File: config.mk
export PLATFORM = sky130hd
export DESIGN_NAME = cdb_arbiter
export DESIGN_NICKNAME = d
export VERILOG_FILES = /design/src/rtl/cdb_arbiter.sv
export SDC_FILE = /design/constraint.sdc
export NUM_CORES = 1
export LEC_CHECK = 0
export CAP_MARGIN = 0
export CORE_UTILIZATION = 30
export CTS_BUF_LIST = sky130_fd_sc_hd__clkbuf_4
export DETAILED_ROUTE_END_ITERATION = 8
export GPL_ROUTABILITY_DRIVEN = 0
export HOLD_SLACK_MARGIN = 0.12
export PLACE_DENSITY_LB_ADDON = 0.2
export REMOVE_ABC_BUFFERS = 1
export SYNTH_ARGS = -nofsm -noshare
export SYNTH_HDL_FRONTEND = slang
export SYNTH_SLANG_ARGS = --single-unit
File: constraint.sdc
create_clock -name clock -period 5.78 [get_ports clock]
set_input_delay 0.578 -clock clock [delete_from_list [all_inputs] [get_ports clock]]
set_output_delay 0.578 -clock clock [all_outputs]
set_load 0.1 [all_outputs]
File: src/rtl/cdb_arbiter.sv
// Round-robin arbiter granting the common data bus to one of NUM_FU functional units.
// Combinational one-hot ack to the winner; the broadcast is registered one cycle later.
module cdb_arbiter #(
  parameter int unsigned NUM_FU = 5,
  parameter int unsigned TAG_W  = 5,
  parameter int unsigned XLEN   = 32,
  parameter int unsigned PTR_W  = $clog2(NUM_FU)
) (
  input  logic                     clock,
  input  logic                     reset,
  input  logic                     squash,
  input  logic [NUM_FU-1:0]        fu_done,
  input  logic [NUM_FU*TAG_W-1:0]  fu_tag,
  input  logic [NUM_FU*XLEN-1:0]   fu_value,
  output logic [NUM_FU-1:0]        ack,
  output logic                     cdb_valid,
  output logic [TAG_W-1:0]         cdb_tag,
  output logic [XLEN-1:0]          cdb_value,
  output logic [PTR_W-1:0]         cdb_fu
);

  logic [PTR_W-1:0] ptr;
  logic [PTR_W-1:0] next_ptr;
  logic [PTR_W-1:0] grant_idx;
  logic [PTR_W-1:0] cand;
  logic             grant_valid;
  logic             take;
  logic [TAG_W-1:0] grant_tag;
  logic [XLEN-1:0]  grant_value;
  int unsigned      idx;

  // Search from ptr upward, wrapping modulo NUM_FU rather than 2^PTR_W.
  always_comb begin
    grant_valid = 1'b0;
    grant_idx   = '0;
    cand        = '0;
    idx         = 0;
    for (int unsigned i = 0; i < NUM_FU; i++) begin
      idx = 32'(ptr) + i;
      if (idx >= NUM_FU) idx = idx - NUM_FU;
      cand = idx[PTR_W-1:0];
      if (!grant_valid && fu_done[cand]) begin
        grant_valid = 1'b1;
        grant_idx   = cand;
      end
    end
  end

  always_comb begin
    grant_tag   = '0;
    grant_value = '0;
    for (int unsigned j = 0; j < NUM_FU; j++) begin
      if (grant_idx == PTR_W'(j)) begin
        grant_tag   = fu_tag[j*TAG_W +: TAG_W];
        grant_value = fu_value[j*XLEN +: XLEN];
      end
    end
  end

  always_comb begin
    next_ptr = (grant_idx == PTR_W'(NUM_FU - 1)) ? '0 : grant_idx + 1'b1;
    take     = grant_valid && !squash;
  end

  always_comb begin
    ack = '0;
    if (reset && take) ack[grant_idx] = 1'b1;
  end

  always_ff @(posedge clock or negedge reset) begin
    if (!reset) begin
      ptr       <= '0;
      cdb_valid <= 1'b0;
      cdb_tag   <= '0;
      cdb_value <= '0;
      cdb_fu    <= '0;
    end else begin
      cdb_valid <= take;
      if (take) begin
        ptr       <= next_ptr;
        cdb_tag   <= grant_tag;
        cdb_value <= grant_value;
        cdb_fu    <= grant_idx;
      end
    end
  end

endmodule

==> summary.txt <==
Die
  • Core area: about 0.015 mm²
  • Die H: 125 µm
  • Die width: 125 µm
  • Initial Util: 0.309
  • Die area: 0.0156 mm²
  • IO Pins: 239
  • Row cnt: 44

Setup path
  • CP delay by family, top: simple AND/OR/NAND/NOR gates
  • Worst path slowest cell: dfrtp_1
  • Crit Path Max Fanout: 36
  • CP peak stage delay: 0.63 ns
  • Worst R2R Setup Slack: 0.62 ns
  • Worst setup path endpoint: ack[2]
  • CP bufs+invs: 4
  • Worst R2R Path Depth: 17
  • R2r startpoint: ptr[1]$_DFFE_PN0P_
  • Crit. End Element: primary output
  • Reg2Reg Capture Point: cdb_value[9]$_DFFE_PN0P_
  • Crit path launch type: register
  • Kind of critical path: reg2out
  • CP required: 5.20 ns
  • CP Launch Point: ptr[1]$_DFFE_PN0P_
  • Cell Chain, Critical Path: inv_1, ha_2, mux2i_1, mux4_2, nor2_1, nor2b_1, and2_2, buf_4, a21o_1, inv_2, nand2_1, nor3b_1, buf_12
  • Crit path depth: 13
  • Critical path data arrival time: 4.76 ns

Clock tree
  • Clock slew at reported path FFs: roughly 0.16 ns
  • Root buffer cell: clkbuf_4
  • Clk Latency, worst-skew pair: 0.41 ns
  • Clock sink count: 44
  • CTS tree: done
  • CTS Hold Bufs: 0
  • CTS buffer count: 5
  • CTS H-tree lvls: 2
  • Longest Clk Path Bufs: 2

STA
  • Final Cycle Share: 0.924
  • Final hold vios: 0
  • Final Skew: around 0.015 ns
  • Max Fclk: 187 MHz
  • Final Setup Violations: 0
  • Minimum clock period: 5.34 ns
  • Headroom to the max-slew limit: 0.274
  • Final setup margin: 0.439 ns
  • Worst Max-Slew Pin Slew: between 1 and 1.5 ns
  • RSZ-0062 raised after global routing: no
  • Final Max Slew Viols: 0

Place
  • Quantity of I/O buffers inserted on ports: between 200 and 250
  • Dpl cells: 945
  • Pre-CTS setup slack: 0.581 ns
  • Post-detail-place hpwl: 14000 µm

Global route
  • GRT Total Usage: 0.241
  • Grt ovf: 0
  • First-pass GRT wire length: 29500 µm
  • Vias in the first global route: 5466
  • Largest net degree at the start of global routing: 71
  • Initial antenna violation count: 1

Synthesis
  • YS warnings: 0
  • Yosys reg bits: 44
  • Post-synthesis cell type count: 70
  • Post-Syn Area per Cell: roughly 8 µm²
  • Post-synth EDFFs: 0
  • Async S/R FF share, synth: 1.00
  • Synth Flop Type: dfrtp_1
  • Seq/Total Area, Yosys: 0.243
  • Syn Inst Count: 572
  • Syn Std Cell Area: 0.00453 mm²

Final layout
  • Most common cell after layout, fill and taps aside: clkdlybuf4s50_1
  • Most frequent cells in the layout: 232 x clkdlybuf4s50_1, 87 x nand2_1, 45 x o21ai_0, 44 x dfrtp_1, 39 x nand3b_1
  • Core Util, Final: 0.481
  • Fin cells: ~950
  • Area Growth Syn to Fin: 55.6%
  • Layout Nets: 975
  • Share of layout cells above drive strength 1: 0.0651

Routing
  • Wire per inst: between 15 and 20 µm
  • Vias: 5389
  • DRT Wirelength: 19000 µm
  • Drt first pass iters: 7
  • DR vias/cell: 5.65
  • DRC Markers: 10
  • Initial DRC Count: 294
  • Routed Antenna Nets: 0

Outcome
  • Failing checks: design-rule violations
  • Outcome: finished, violations left

Run
  • Maximum capacitance violations: 0

Min path
  • Worst min-delay path class: in2async
-- worst min path at each step --
stage	start	to	slack [ns]
5_1_grt	reset	cdb_value[28]$_DFFE_PN0P_	0.28
2_1_floorplan	reset	cdb_fu[0]$_DFFE_PN0P_	0.28
3_3_place_gp	cdb_fu[2]$_DFFE_PN0P_	cdb_fu[2]$_DFFE_PN0P_	0.47
3_5_place_dp	cdb_fu[2]$_DFFE_PN0P_	cdb_fu[2]$_DFFE_PN0P_	0.48
4_1_cts	reset	cdb_value[28]$_DFFE_PN0P_	0.26
6_report	reset	cdb_value[6]$_DFFE_PN0P_	0.25
-- sequential cells by signal, indices dropped and copies added (netlist names) --
signal and flops:
cdb_value 32, cdb_fu 3, cdb_valid 1, ptr 3
cdb_tag 5
-- per-layer routing --
metal / global-route usage / part of all wire / vias to the layer above
li1: - / - / 2566
met1: 0.279 / 0.39 / 2527
met2: 0.432 / 0.51 / 256
met3: 0.0541 / 0.075 / 40
met4: 0.0911 / 0.030 / 0
met5: 0 / 0 / -
-- stage by stage --
| step | hold WS [ns] | setup TNS (ns) | instance area [µm²] |
|---|---|---|---|
| CTS | 0.259 | 0 | 7040 |
| floorplan | 0.282 | -18.41 | 4210 |
| finish | 0.245 | 0 | 7050 |
| detailed placement | 0.476 | 0 | 6990 |
| global route | 0.284 | 0 | 7050 |
| global placement | 0.468 | 0 | 6990 |
-- synthesized netlist by cell type, drive strengths merged (2+ instances only) --
master | count | area [µm²]
o2bb2ai | 35 | 307
and2 | 4 | 25.0
a31oi | 37 | 231
buf | 29 | 194
nor2b | 7 | 43.8
a2111o | 2 | 22.5
nor2 | 15 | 63.8
a311oi | 2 | 30.0
nand4 | 2 | 12.5
a221oi | 3 | 32.5
and3 | 2 | 12.5
o22ai | 2 | 18.8
nand2 | 87 | 327
a31o | 3 | 26.3
a21o | 6 | 45.0
nor4 | 2 | 12.5
a211oi | 37 | 278
and3b | 2 | 17.5
nand2b | 3 | 18.8
a2111oi | 2 | 20.0
nor3b | 2 | 15.0
dfrtp | 44 | 1100
a21oi | 10 | 61.3
nand3 | 7 | 35.0
nand3b | 39 | 293
or3 | 3 | 18.8
clkbuf | 33 | 124
inv | 13 | 48.8
xnor2 | 4 | 35.0
mux2i | 9 | 103
a22oi | 38 | 285
o21ai | 47 | 235
o21bai | 2 | 15.0
ha | 13 | 163
nor3 | 3 | 26.3
-- cell type report --
type                       count  area [µm²]
fill                        1466        7600
multi-input combinational    452        3080
timing repair buffer         251        2520
sequential                    44        1100
tap                          184         230
inverter                      14        52.6
clock buffer                   5        37.5
clock inverter                 2        12.5
antenna                        1        2.50
-- kinds of logic (layout without fill, tap and decap cells) --
logic type                 after synthesis  after routing  share of synthesized area
DFF                                     44             44                      0.243
and+or+nand+nor                        183            183                      0.213
AOI/OAI and AO/OA                      239            239                      0.382
muxes                                   11             11                     0.0301
other                                    0              1                          0
xor gates and xnor gates                 5              5                    0.00967
adders and majority gates               14             14                     0.0403
buffers and inverters                   76            272                     0.0818
-- worst register-to-register path, stage by stage, from the launching register on --
cell and delay (ns):
dfrtp_1 0.63, ha_1 0.23, inv_1 0.05, fa_1 0.44, a21oi_4 0.21, mux2i_1 0.37, nand2_1 0.11, a221oi_2 0.48
o21ai_0 0.19, a31oi_1 0.50, ha_1 0.29, inv_1 0.10, nor2_4 0.67, buf_4 0.29, a22oi_1 0.06, o21ai_0 0.18
nand3b_1 0.10, a31oi_1 0.18
-- what timing repair did --
item                                    in CTS  in global routing
gates resized for setup                      0                  1
endpoints found under the setup margin       0                  2
buffers inserted                             0                  0
Power is not shown: default switching activity piles up to over one toggle a cycle in this logic, so the estimate is an artifact.
